<file path="src/rtl/cpu_pkg.sv">
// rtl/cpu_pkg.sv - shared encodings for the memory-access stage
package cpu_pkg;

  // Access size as carried by EX_MEM; 2'b11 is handled as a word
  localparam logic [1:0] SZ_BYTE = 2'b00;
  localparam logic [1:0] SZ_HALF = 2'b01;
  localparam logic [1:0] SZ_WORD = 2'b10;

  typedef enum logic [1:0] {
    ST_IDLE = 2'd0,
    ST_WAIT = 2'd1,
    ST_DONE = 2'd2
  } mem_state_t;

endpackage

</file>
<file path="src/rtl/load_align.sv">
// rtl/load_align.sv - load lane select with sign/zero extension
module load_align
  import cpu_pkg::*;
(
  input  logic [31:0] memRdata,
  input  logic [1:0]  byteOff,
  input  logic [1:0]  size,
  input  logic        isSigned,
  output logic [31:0] loadData
);

  logic [31:0] lane;

  // Shift the addressed lane down to bit 0, then extend to 32 bits
  always_comb begin
    lane = memRdata >> {byteOff, 3'b000};
    case (size)
      SZ_BYTE: loadData = {{24{isSigned & lane[7]}}, lane[7:0]};
      SZ_HALF: loadData = {{16{isSigned & lane[15]}}, lane[15:0]};
      default: loadData = lane;  // words are aligned, so the shift is zero
    endcase
  end

endmodule

</file>
<file path="src/rtl/mem_access_stage.sv">
// rtl/mem_access_stage.sv - MEM stage: load/store over a variable-latency data bus
module mem_access_stage
  import cpu_pkg::*;
#(
  parameter int MAX_WAIT = 15
) (
  input  logic        clk,
  input  logic        rst,
  input  logic        validIn,
  input  logic [31:0] aluIn,
  input  logic [31:0] storeIn,
  input  logic [4:0]  wnIn,
  input  logic        regWriteIn,
  input  logic        memToRegIn,
  input  logic        memReadIn,
  input  logic        memWriteIn,
  input  logic [1:0]  sizeIn,
  input  logic        signedIn,
  output logic        memReq,
  output logic        memWe,
  output logic [31:0] memAddr,
  output logic [31:0] memWdata,
  output logic [3:0]  memBe,
  input  logic        memAck,
  input  logic [31:0] memRdata,
  output logic [31:0] rdOut,
  output logic [31:0] aluOut,
  output logic [4:0]  wnOut,
  output logic        regWriteOut,
  output logic        memToRegOut,
  output logic        stall,
  output logic        misalign,
  output logic        busErr
);

  localparam int CW = $clog2(MAX_WAIT + 1);
  localparam logic [CW-1:0] CNT_LAST = CW'(MAX_WAIT - 1);

  mem_state_t  state;
  logic [CW-1:0] waitCnt;
  logic [31:0] rdReg;
  logic        timeoutReg;  // high for the DONE cycle that follows an abort
  logic        memOp;
  logic        aligned;
  logic [3:0]  beNext;
  logic [31:0] wdataNext;
  logic [31:0] loadData;

  load_align uAlign (
    .memRdata (memRdata),
    .byteOff  (aluIn[1:0]),
    .size     (sizeIn),
    .isSigned (signedIn),
    .loadData (loadData)
  );

  // Decode the access: alignment, byte enables and lane-replicated store data
  always_comb begin
    memOp = validIn & (memReadIn | memWriteIn);
    case (sizeIn)
      SZ_BYTE: begin
        aligned   = 1'b1;
        beNext    = 4'b0001 << aluIn[1:0];
        wdataNext = {4{storeIn[7:0]}};
      end
      SZ_HALF: begin
        aligned   = ~aluIn[0];
        beNext    = 4'b0011 << aluIn[1:0];
        wdataNext = {2{storeIn[15:0]}};
      end
      SZ_WORD: begin
        aligned   = (aluIn[1:0] == 2'b00);
        beNext    = 4'b1111;
        wdataNext = storeIn;
      end
      default: begin
        aligned   = (aluIn[1:0] == 2'b00);
        beNext    = 4'b1111;
        wdataNext = storeIn;
      end
    endcase
  end

  // Write-back bundle and pipeline control; bubbles while a request is in flight
  always_comb begin
    aluOut      = aluIn;
    wnOut       = wnIn;
    rdOut       = rdReg;
    regWriteOut = 1'b0;
    memToRegOut = 1'b0;
    stall       = 1'b0;
    misalign    = 1'b0;
    busErr      = 1'b0;
    if (rst) begin
      case (state)
        ST_IDLE: begin
          if (!memOp) begin
            regWriteOut = regWriteIn & validIn;
            memToRegOut = memToRegIn & validIn;
          end else if (aligned) begin
            stall = 1'b1;
          end else begin
            misalign = 1'b1;
          end
        end
        ST_WAIT: stall = 1'b1;
        ST_DONE: begin
          regWriteOut = regWriteIn & validIn & ~timeoutReg;
          memToRegOut = memToRegIn & validIn;
          busErr      = timeoutReg;
        end
        default: stall = 1'b0;
      endcase
    end
  end

  // Request FSM: issue, wait for ack or timeout, then one DONE cycle for MEM_WB
  always_ff @(posedge clk) begin
    if (!rst) begin
      state      <= ST_IDLE;
      memReq     <= 1'b0;
      memWe      <= 1'b0;
      memAddr    <= '0;
      memWdata   <= '0;
      memBe      <= '0;
      waitCnt    <= '0;
      rdReg      <= '0;
      timeoutReg <= 1'b0;
    end else begin
      timeoutReg <= 1'b0;
      case (state)
        ST_IDLE: begin
          if (memOp && aligned) begin
            memReq   <= 1'b1;
            memWe    <= memWriteIn;
            memAddr  <= {aluIn[31:2], 2'b00};
            memBe    <= beNext;
            memWdata <= wdataNext;
            waitCnt  <= '0;
            state    <= ST_WAIT;
          end
        end
        ST_WAIT: begin
          if (memAck) begin
            rdReg  <= loadData;
            memReq <= 1'b0;
            memWe  <= 1'b0;
            state  <= ST_DONE;
          end else begin
            waitCnt <= waitCnt + CW'(1);
            if (waitCnt == CNT_LAST) begin
              rdReg      <= '0;
              memReq     <= 1'b0;
              memWe      <= 1'b0;
              timeoutReg <= 1'b1;
              state      <= ST_DONE;
            end
          end
        end
        ST_DONE: state <= ST_IDLE;
        default: state <= ST_IDLE;
      endcase
    end
  end

endmodule

</file>
<file path="config.mk">
export PLATFORM = sky130hd
export DESIGN_NAME = mem_access_stage
export DESIGN_NICKNAME = d
export VERILOG_FILES = /design/src/rtl/cpu_pkg.sv /design/src/rtl/load_align.sv /design/src/rtl/mem_access_stage.sv
export SDC_FILE = /design/constraint.sdc
export NUM_CORES = 1
export LEC_CHECK = 0
export ABC_AREA = 1
export CORE_MARGIN = 4
export CORE_UTILIZATION = 41
export DETAILED_ROUTE_END_ITERATION = 7
export GPL_ROUTABILITY_DRIVEN = 0
export PLACE_DENSITY = 0.92
export SLEW_MARGIN = 20
export SYNTH_ARGS = -nofsm -noshare
export SYNTH_HDL_FRONTEND = slang
export SYNTH_SLANG_ARGS = --single-unit
</file>
<file path="constraint.sdc">
create_clock -name clk -period 1.6 [get_ports clk]
set_input_delay 0.16 -clock clk [delete_from_list [all_inputs] [get_ports clk]]
set_output_delay 0.16 -clock clk [all_outputs]
set_load 0.03 [all_outputs]
</file>
Word level (Yosys, flattened, before mapping)
Index checks and enable logic that the tools add are counted.

Add/subtract/negate cells: 1. Eq/ne operators: 7. Reductions and logical operators: 12. Shift-type cells: 3. Muxes and demuxes: 36. Bitwise operators: 11.

Operator list (number): $pmux 32 s2 (2); $mux 32 (2); $shr 32x5->32 (1); $mux 1 (18); $pmux 4 s2 (2); $pmux 1 s2 (6); $mux 4 (2); $and 1x1->1 (6); $logic_not 2->1 (3); $mux 2 (3); $reduce_and 2->1 (3); $reduce_and 3->1 (2); $add 4x1->4 const B (1); $eq 2x1->1 const B (2); $eq 4x4->1 const B (1); $ne 2x2->1 const B (2); $not 1->1 (4); $pmux 2 s2 (1); $reduce_bool 2->1 (2); $shl 1x2->4 const A (1); $shl 2x2->4 const A (1); $ne 3x3->1 const B (1); $reduce_or 3->1 (1); $eq 2x2->1 const B (1); other kinds (2) (2).

Output and inout port bits: 144. Word-level logic and storage cells: 79. Input port bits: 112. Register bits: 107.

Logic depth before layout (Yosys ltp)
Gate-level depths: netlist (run 1).

Depth after elaboration: 6. Mapped depth: 11. Depth with buffers taken out: 9.

Modules after synthesis
From an unflattened synthesis (run 1), not the netlist that was laid out.

Cells, all modules: 756. Area, all modules: 5345.1 sq um.

Modules (own cells, without submodules): mem_access_stage (area an instance 4535.6 sq um, times used 1, cells an instance 583, sequential area each 2142.1 sq um); load_align (area an instance 809.5 sq um, times used 1, cells an instance 173, sequential area each 0.0 sq um).

Least setup slack after synthesis (run 1)
OpenSTA, ideal clock, no wires.

Kind: input to output. Start point: in rst. End point: out regWriteOut. Data arrival time: 1612 ps. Required time: 1440 ps. Setup slack: -172 ps. Buffers on the path: 1. Cell stages on the path: 3. Path through: clkbuf_1 nand2_1 nor4b_1.

Word-level cells in the longest chain between the ends: 1.

RTL lines: start: declaration (RTL line mem_access_stage.sv:8) `input logic rst,`; $mux 1 (RTL line mem_access_stage.sv:94) `if (rst) begin`; end: declaration (RTL line mem_access_stage.sv:29) `output logic regWriteOut,`.

Every way passes these cells.

Worst setup path after layout (run 1)
Start point: in memReadIn. End point: out regWriteOut.

Word-level cells in the longest chain between the ends: 5.

RTL lines: start: declaration (RTL line mem_access_stage.sv:15) `input logic memReadIn,`; $or 1x1->1 (RTL line mem_access_stage.sv:59) `memOp = validIn & (memReadIn | memWriteIn);`; $and 1x1->1 (RTL line mem_access_stage.sv:59); $mux 1 (RTL line mem_access_stage.sv:97) `if (!memOp) begin`; $pmux 1 s2 (RTL line mem_access_stage.sv:95) `case (state)`; $mux 1 (RTL line mem_access_stage.sv:94).

Every way passes these cells.

==> metrics.txt, run 1 <==
# TYPE chip_impl_metric gauge
chip_impl_info{name="run_status",value="completed"} 1
chip_impl_metric{name="final-instance-count-excl-fill",unit=""} 1161
chip_impl_metric{name="first_global_vias",unit=""} 5469
chip_impl_info{name="path_cells",value="clkdlybuf4s50_1, o21ai_2, nor2_4, buf_4, nor4b_2, buf_4"} 1
chip_impl_info{name="cp_launch_type",value="primary input"} 1
chip_impl_metric{name="syn2layout_area_growth",unit="%"} 54.3
chip_impl_metric{name="dieWidth",unit="um"} 123
chip_impl_metric{name="grt_first_pass_wirelength",unit="mm"} 27.1
chip_impl_metric{name="detail-route-antenna-nets",unit=""} 0
chip_impl_metric{name="holdPathStages",unit=""} 3
chip_impl_metric{name="irDropWorstVdd",unit="V"} 0.000507
chip_impl_metric{name="clockBufferDepth",unit=""} 2
chip_impl_metric{name="dr_total_vias",unit=""} 5865
chip_impl_metric{name="synthDistinctLibCells",unit=""} 31
chip_impl_metric{name="synth.ff_latch_count",unit=""} 107
chip_impl_metric{name="placeable_core_area",unit="um2"} 12800
chip_impl_info{name="cp_top_family",value="buffers and inverters"} 1
chip_impl_metric{name="route.layer.met1.wl",unit="mm"} 6.43
chip_impl_metric{name="static-leakage-power",unit="nW"} 3.54
chip_impl_metric{name="numPortBuffers",unit=""} 243
chip_impl_metric{name="drv_cap",unit=""} 0
chip_impl_metric{name="place.detailed.instances",unit=""} 1140
chip_impl_metric{name="grtUsageTotal",unit=""} 0.229
chip_impl_metric{name="layout.nets",unit=""} 1096
chip_impl_metric{name="grt_overflow_total",unit=""} 0
chip_impl_metric{name="synth.cell_area",unit="um2"} 5400
chip_impl_info{name="hold_crit_start",value="rst"} 1
chip_impl_metric{name="avgViaCountPerCell",unit=""} 5.05
chip_impl_metric{name="cells_after_synthesis",unit=""} 767
chip_impl_metric{name="worst_hold_slack",unit="ns"} 0.184
chip_impl_info{name="worst_hold_path_type",value="primary input to register"} 1
chip_impl_metric{name="post_synth.cell_area_avg",unit="um2"} 7.03
chip_impl_metric{name="skew",unit="ns"} 0.00851
chip_impl_metric{name="hold_viol",unit=""} 0
chip_impl_metric{name="critPathMaxFanout",unit=""} 2
chip_impl_metric{name="fp.dieArea",unit="um2"} 15100
chip_impl_metric{name="final_period_minus_worst_setup_slack",unit="ns"} 1.58
chip_impl_metric{name="die_h",unit="um"} 123
chip_impl_info{name="routed.top_layer",value="met4"} 1
chip_impl_metric{name="wl_per_cell",unit="um"} 15.4
chip_impl_metric{name="power.total",unit="mW"} 7.22
chip_impl_metric{name="crit_cells",unit=""} 6
chip_impl_metric{name="clkTransAtPathRegs",unit="ns"} 0.07
chip_impl_metric{name="ios",unit=""} 256
chip_impl_metric{name="clock_latency",unit="ns"} 0.35
chip_impl_info{name="clock_tree_from_tritoncts",value="yes"} 1
chip_impl_metric{name="hpwlAfterDp",unit="mm"} 13.6
chip_impl_metric{name="min_period_over_period",unit=""} 0.989
chip_impl_metric{name="totalWireLength",unit="mm"} 17.9
chip_impl_info{name="worst_r2r_startpoint",value="waitCnt[0]"} 1
chip_impl_metric{name="report.final.setup_viol",unit=""} 0
chip_impl_info{name="critical_path.startpoint",value="memReadIn"} 1
chip_impl_metric{name="pwr_density_cell",unit="nW/um2"} 868
chip_impl_metric{name="drive_above_1_share",unit=""} 0.127
chip_impl_metric{name="cp.arrival",unit="ns"} 1.42
chip_impl_metric{name="worst-endpoint-required",unit="ns"} 1.44
chip_impl_metric{name="fill_cells",unit=""} 1026
chip_impl_metric{name="detailedRoute.firstIterationViolations",unit=""} 308
chip_impl_metric{name="r2r.worst_path.cells",unit=""} 8
chip_impl_metric{name="synthesis.yosys.warnings",unit=""} 0
chip_impl_metric{name="rows",unit=""} 41
chip_impl_info{name="cts-root-buf",value="clkbuf_16"} 1
chip_impl_metric{name="multi_input_comb_area",unit="um2"} 2560
chip_impl_metric{name="post-route-drc-count",unit=""} 0
chip_impl_info{name="worst_path_class_setup",value="primary input to output port"} 1
chip_impl_metric{name="met2_wirelength",unit="mm"} 8.90
chip_impl_metric{name="register_area",unit="um2"} 2140
chip_impl_metric{name="grt_start_max_net_pins",unit=""} 63
chip_impl_metric{name="final-max-slew-violation-count",unit=""} 0
chip_impl_metric{name="cts_made_buffers",unit=""} 9
chip_impl_metric{name="worst_path_largest_cell_delay",unit="ns"} 0.44
chip_impl_info{name="slowest_stage",value="clkdlybuf4s50_1"} 1
chip_impl_metric{name="detail_route.first_pass.iterations",unit=""} 5
chip_impl_metric{name="cts_max_level",unit=""} 3
chip_impl_metric{name="wl_met3",unit="mm"} 1.69
chip_impl_info{name="cp_common_cell",value="buf_4"} 1
chip_impl_metric{name="cts_num_sinks",unit=""} 107
chip_impl_metric{name="floorplan.initialDensity",unit=""} 0.422
chip_impl_info{name="endpoint_kind",value="output port"} 1
chip_impl_metric{name="tns",unit="ns"} 0
chip_impl_metric{name="fmaxAchievable",unit="MHz"} 632
chip_impl_metric{name="critical_path_buf_inv_count",unit=""} 3
chip_impl_metric{name="setup_slack",unit="ns"} 0.0176
chip_impl_metric{name="grt_antenna_before_repair",unit=""} 2
chip_impl_metric{name="seq_area_frac_synth",unit=""} 0.397
chip_impl_metric{name="placement.setup.worst_slack",unit="ns"} -0.318
## report_power, final
| part | internal, mW | switching [mW] |
|---|---|---|
| registers | 2.82 | 0.0819 |
| logic | 0.875 | 1.11 |
| clock network | 1.28 | 1.05 |
## path summary, 6_finish.rpt
check	endpoint	slack (ns)
worst max-delay path	regWriteOut	0.02
worst min-delay path	memAddr[30]	0.18
worst max register to register	rdOut[28]	0.14
worst min register to register	rdOut[1]	0.47
## state kept, by name (all words and copies together), names as in the netlist
name,flops
memAddr,30
waitCnt,4
memReq,1
state,2
memBe,4
timeoutReg,1
rdOut,32
memWe,1
memWdata,32
## worst register-to-register path, cell delays in order (launching register included)
cell and delay, ns:
dfxtp_1 0.37, inv_1 0.07, ha_1 0.20, nand3_1 0.13, nand2_1 0.07, nand2_1 0.10, buf_12 0.20, nand2_1 0.11
a21oi_2 0.15
## repair_timing
| item | 4_1_cts | 5_1_grt |
|---|---|---|
| gates cloned | 0 | 0 |
| setup endpoints to repair | 3 | 25 |
| hold buffers | 0 | 0 |
| setup buffers | 3 | 0 |
| endpoints found under the hold margin | 0 | 0 |
| resized for setup | 12 | 25 |
| pin swaps | 5 | 4 |
## metal layers
metal,global-route usage,vias up
met1,0.252,2641
met4,0.118,0
met5,0,-
li1,-,2872
met3,0.0618,57
met2,0.403,295
## placed cells by master, fill, tap and decap left out, types with 4 or more instances in the layout
cell             count
nor2_4               6
dlymetal6s2s_1      14
o21ai_1             63
a21oi_1             62
o211ai_1             7
buf_12               9
dfxtp_1            106
dlygate4sd2_1        6
nand3_1             45
o21ai_0             17
clkbuf_16            9
nand2_2              7
inv_1               33
nand3_2             14
nand2_1            148
nor2_1             136
a21oi_2             11
clkdlybuf4s50_1    215
buf_6                4
buf_4               44
## per-stage QoR
| step | instance area [um2] | util |
|---|---|---|
| floorplan | 5420 | - |
| global placement | 7900 | 0.618 |
| detailed placement | 7900 | 0.618 |
| CTS | 8240 | 0.645 |
| global route | 8320 | 0.652 |
| finish | 8320 | 0.652 |
## cells by family (layout without fill, tap and decap cells)
family          after synthesis  in the layout  share of synthesized area
fa+ha+maj                     2              2                    0.00464
buf+inv                     128            347                      0.139
simple gates                366            366                      0.295
compound gates              161            161                      0.160
xor+xnor                      2              2                    0.00325
other cells                   1              4                   0.000695
flops                       107            107                      0.397
## area by class of cell
cell class                 count  area share
antenna                        2    0.000601
clock buffer                  11      0.0292
clock inverter                 5     0.00812
inverter                      38      0.0177
multi-input combinational    533       0.308
sequential                   107       0.258
tap                          172      0.0259
timing repair buffer         293       0.353
## Yosys cell counts
cell type | instances | area (um2)
nand2_2 | 3 | 18.8
inv_4 | 1 | 6.26
nand3_2 | 14 | 140
nor4b_1 | 1 | 8.76
a21oi_1 | 63 | 315
buf_2 | 14 | 70.1
nor3_1 | 2 | 10.0
clkinv_1 | 1 | 3.75
nor2_2 | 3 | 18.8
nor2_1 | 137 | 514
o21ai_0 | 18 | 90.1
a21oi_2 | 10 | 87.6
buf_4 | 49 | 368
xor2_1 | 1 | 8.76
clkbuf_1 | 18 | 67.6
nand3_1 | 45 | 225
nor3_2 | 3 | 30.0
ha_1 | 2 | 25.0
buf_6 | 9 | 101
nor4_1 | 1 | 6.26
nand2_1 | 152 | 571
dfxtp_1 | 107 | 2140
xnor2_1 | 1 | 8.76
nor2_4 | 3 | 33.8
or2_2 | 1 | 6.26
o211ai_1 | 7 | 52.6
conb_1 | 1 | 3.75
inv_2 | 3 | 11.3
nand2_4 | 1 | 11.3
inv_1 | 33 | 124
o21ai_1 | 63 | 315
Power figures use the tool's default switching activity.
==> run 2: changes to the inputs <==
--- a/config.mk
+++ b/config.mk
@@ -7,11 +7,13 @@
 export LEC_CHECK = 0
 export ABC_AREA = 1
 export CORE_MARGIN = 4
-export CORE_UTILIZATION = 41
+export CORE_UTILIZATION = 37
+export CTS_CLUSTER_DIAMETER = 100
 export DETAILED_ROUTE_END_ITERATION = 7
 export GPL_ROUTABILITY_DRIVEN = 0
-export PLACE_DENSITY = 0.92
+export PLACE_DENSITY = 0.89
 export SLEW_MARGIN = 20
 export SYNTH_ARGS = -nofsm -noshare
 export SYNTH_HDL_FRONTEND = slang
+export SYNTH_HIERARCHICAL = 1
 export SYNTH_SLANG_ARGS = --single-unit
==> constraint.sdc (replaced) <==
create_clock -name clk -period 1.3 [get_ports clk]
set_input_delay 0.13 -clock clk [delete_from_list [all_inputs] [get_ports clk]]
set_output_delay 0.13 -clock clk [all_outputs]
set_load 0.03 [all_outputs]
==> metrics.txt, run 2 <==
# TYPE chip_impl_metric gauge
chip_impl_metric{name="grt_start_max_net_pins",unit=""} 68
chip_impl_metric{name="hold_viol",unit=""} 0
chip_impl_metric{name="critPathMaxFanout",unit=""} 3
chip_impl_metric{name="hpwlAfterDp",unit="mm"} 13.9
chip_impl_metric{name="worst-endpoint-required",unit="ns"} 1.17
chip_impl_metric{name="clock_latency",unit="ns"} 0.35
chip_impl_metric{name="detailedRoute.firstIterationViolations",unit=""} 735
chip_impl_metric{name="drive_above_1_share",unit=""} 0.312
chip_impl_info{name="worstSetupEndpoint",value="stall"} 1
chip_impl_info{name="worst_path_class_setup",value="register to output port"} 1
chip_impl_metric{name="layout.nets",unit=""} 1145
chip_impl_metric{name="wl_per_cell",unit="um"} 18.5
chip_impl_metric{name="r2r.worst_path.cells",unit=""} 10
chip_impl_info{name="violated_checks",value="setup timing"} 1
chip_impl_metric{name="totalWireLength",unit="mm"} 22.5
chip_impl_metric{name="detail_route.first_pass.iterations",unit=""} 7
chip_impl_metric{name="synthesis.yosys.warnings",unit=""} 6
chip_impl_metric{name="clockBufferDepth",unit=""} 2
chip_impl_metric{name="die_h",unit="um"} 128
chip_impl_metric{name="register_area",unit="um2"} 2150
chip_impl_metric{name="rows",unit=""} 43
chip_impl_metric{name="dieWidth",unit="um"} 128
chip_impl_metric{name="cts_max_level",unit=""} 3
chip_impl_metric{name="proportion_of_netlist_area_held_by_the_largest_area_contributor",unit=""} 0.401
chip_impl_metric{name="cts_made_buffers",unit=""} 9
chip_impl_info{name="postSynth.topFlopCell",value="dfxtp_1"} 1
chip_impl_metric{name="synthDistinctLibCells",unit=""} 32
chip_impl_info{name="layout.cells.most_common_list",value="nand2_1 (109), dfxtp_1 (104), clkdlybuf4s50_1 (100)"} 1
chip_impl_info{name="synth_area_leader_cell",value="dfxtp_1"} 1
chip_impl_metric{name="clkTransAtPathRegs",unit="ns"} 0.07
chip_impl_metric{name="cells_after_synthesis",unit=""} 756
chip_impl_info{name="worst_r2r_endpoint",value="memWdata[20]"} 1
chip_impl_metric{name="syn2layout_area_growth",unit="%"} 78.7
chip_impl_metric{name="grtUsageTotal",unit=""} 0.242
chip_impl_info{name="run_status",value="complete, but fails checks"} 1
chip_impl_metric{name="ios",unit=""} 256
chip_impl_info{name="yosysMostFrequentCell",value="nand2_1"} 1
chip_impl_metric{name="synth.ff_latch_count",unit=""} 107
chip_impl_metric{name="async_flop_share",unit=""} 0
chip_impl_metric{name="synth_simple_gate_area_frac",unit=""} 0.254
chip_impl_info{name="rsz0062_at_grt",value="true"} 1
chip_impl_metric{name="placement.setup.worst_slack",unit="ns"} -0.585
chip_impl_info{name="cts-root-buf",value="clkbuf_16"} 1
chip_impl_metric{name="fraction_of_the_mapped_netlist_area_in_compound_gates",unit=""} 0.199
chip_impl_metric{name="worst_hold_slack",unit="ns"} 0.258
chip_impl_info{name="yosys-top-cells-area",value="dfxtp_1 (40%), nand2_1 (12%), a21oi_1 (8.5%)"} 1
chip_impl_metric{name="r2r_setup_slack",unit="ns"} -0.25
chip_impl_metric{name="seq_area_frac_synth",unit=""} 0.401
chip_impl_metric{name="skew",unit="ns"} 0.00866
chip_impl_metric{name="drv_cap",unit=""} 0
chip_impl_metric{name="synth.cell_area",unit="um2"} 5350
chip_impl_metric{name="avgViaCountPerCell",unit=""} 5.31
chip_impl_metric{name="post-route-drc-count",unit=""} 0
chip_impl_metric{name="report.final.setup_viol",unit=""} 109
chip_impl_metric{name="grt_first_pass_wirelength",unit="mm"} 31.8
chip_impl_metric{name="final-max-slew-violation-count",unit=""} 0
chip_impl_metric{name="fp.dieArea",unit="um2"} 16400
chip_impl_metric{name="synth-adder-area-share",unit=""} 0.00468
chip_impl_metric{name="setup_slack",unit="ns"} -0.314
chip_impl_metric{name="static-leakage-power",unit="nW"} 4.63
chip_impl_info{name="leading_cell_type_in_the_layout_fill_and_taps_excluded",value="nand2_1"} 1
chip_impl_metric{name="post_synth.cell_area_avg",unit="um2"} 7.07
chip_impl_metric{name="first_global_vias",unit=""} 6141
chip_impl_info{name="clock_tree_from_tritoncts",value="yes"} 1
chip_impl_metric{name="pwr_density_cell",unit="nW/um2"} 973
chip_impl_info{name="worst_r2r_startpoint",value="state[0]"} 1
chip_impl_info{name="critical_path.startpoint",value="state[0]"} 1
chip_impl_metric{name="numPortBuffers",unit=""} 243
chip_impl_info{name="synth_top_family_by_area",value="simple AND/OR/NAND/NOR gates"} 1
chip_impl_info{name="worst_hold_path_type",value="primary input to register"} 1
chip_impl_metric{name="fmaxAchievable",unit="MHz"} 620
chip_impl_metric{name="dr_total_vias",unit=""} 6471
chip_impl_info{name="synth_commonest_cells",value="nand2_1 (167), dfxtp_1 (107), nor2_1 (95), a21oi_1 (91), o21ai_1 (58)"} 1
chip_impl_metric{name="irDropWorstVdd",unit="V"} 0.000658
chip_impl_metric{name="cts_num_sinks",unit=""} 107
chip_impl_metric{name="grt_antenna_before_repair",unit=""} 2
chip_impl_metric{name="fill_cells",unit=""} 1065
chip_impl_metric{name="min_period_over_period",unit=""} 1.24
chip_impl_metric{name="multi_input_comb_area",unit="um2"} 3140
chip_impl_metric{name="placeable_core_area",unit="um2"} 14000
chip_impl_metric{name="yosys.area_share.xor_xnor",unit=""} 0.00164
chip_impl_metric{name="grt_overflow_total",unit=""} 0
chip_impl_metric{name="final_period_minus_worst_setup_slack",unit="ns"} 1.61
chip_impl_metric{name="synth_mux_area_frac",unit=""} 0
chip_impl_metric{name="detail-route-antenna-nets",unit=""} 0
chip_impl_info{name="cp_launch_type",value="register"} 1
chip_impl_metric{name="synth-edff-count",unit=""} 0
chip_impl_metric{name="cp.arrival",unit="ns"} 1.48
chip_impl_metric{name="post_cts_hold_buffer_count",unit=""} 0
chip_impl_metric{name="floorplan.initialDensity",unit=""} 0.382
chip_impl_info{name="endpoint_kind",value="output port"} 1
[run 2: changes by cell type after synthesis, moves of 5 or more]
cell      before  now
a21oi_1       63   91
a21oi_2       10   20
buf_4         49   43
inv_1         33   27
nand2_1      152  167
nand3_2       14    4
nor2_1       137   95
o211ai_1       7    1
o21ai_1       63   58
[run 2: cell type report]
type / instances / area share
Timing Repair Buffer: 349 / 0.377
Multi-Input combinational cell: 529 / 0.328
Sequential cell: 107 / 0.225
Clock buffer: 12 / 0.0268
Tap cell: 180 / 0.0236
Inverter: 35 / 0.0144
Clock inverter: 4 / 0.00511
Antenna cell: 2 / 0.000524
[run 2: what timing repair did]
action,in CTS,in global routing
resized for setup,188,161
pin swaps,11,40
setup buffers,19,10
gates cloned,16,2
setup endpoints to repair,204,116
[run 2: worst min path at each step]
| stage | from | slack [ns] | endpoint | cells past startpoint |
|---|---|---|---|---|
| 5_1_grt | memWriteIn | 0.25 | memWe | 3 |
| 4_1_cts | memWriteIn | 0.22 | memWe | 3 |
| 3_5_place_dp | wnIn[1] | 0.26 | wnOut[1] | 0 |
| 3_3_place_gp | wnIn[1] | 0.26 | wnOut[1] | 0 |
| 6_report | memWriteIn | 0.26 | memWe | 3 |
| 2_1_floorplan | aluIn[10] | 0.26 | memAddr[10] | 2 |
[run 2: per-stage QoR]
step                      std cells  area, um2   util  setup TNS, ns  power (mW)
after floorplan                 757       5370      -        -0.0453        4.99
after global placement         1158       7940  0.568         -45.34        6.00
after detailed placement       1158       7940  0.568         -50.66        6.04
after CTS                      1209       8980  0.642         -15.76        9.09
after global routing           1218       9550  0.683         -22.47        9.64
final                          1218       9550  0.683         -16.10        9.29
[run 2: report_power, final]
group	internal (mW)	switching, mW	total (mW)
logic	1.25	1.61	2.85
clock network	1.60	1.27	2.87
registers	3.47	0.107	3.58
[run 2: per-layer routing]
layer / track usage / part of all wire / vias up
li1: - / - / 2999
met3: 0.0463 / 0.077 / 117
met4: 0.135 / 0.059 / 0
met2: 0.403 / 0.49 / 393
met1: 0.290 / 0.37 / 2962
met5: 0 / 0 / -
[run 2: worst max-delay path: stages, from the launching register on]
cell     delay [ns]
dfxtp_2        0.36
buf_6          0.11
inv_4          0.03
nor2_4         0.13
inv_2          0.07
buf_4          0.15
a21oi_4        0.13
buf_6          0.15
[run 2: logic make-up (layout without fill, tap and decap cells)]
family | after synthesis | after routing
AOI/OAI and AO/OA | 195 | 195
xor gates and xnor gates | 1 | 1
adders and majority gates | 2 | 2
buffers and inverters | 124 | 400
DFF | 107 | 107
other | 1 | 4
and+or+nand+nor | 326 | 329
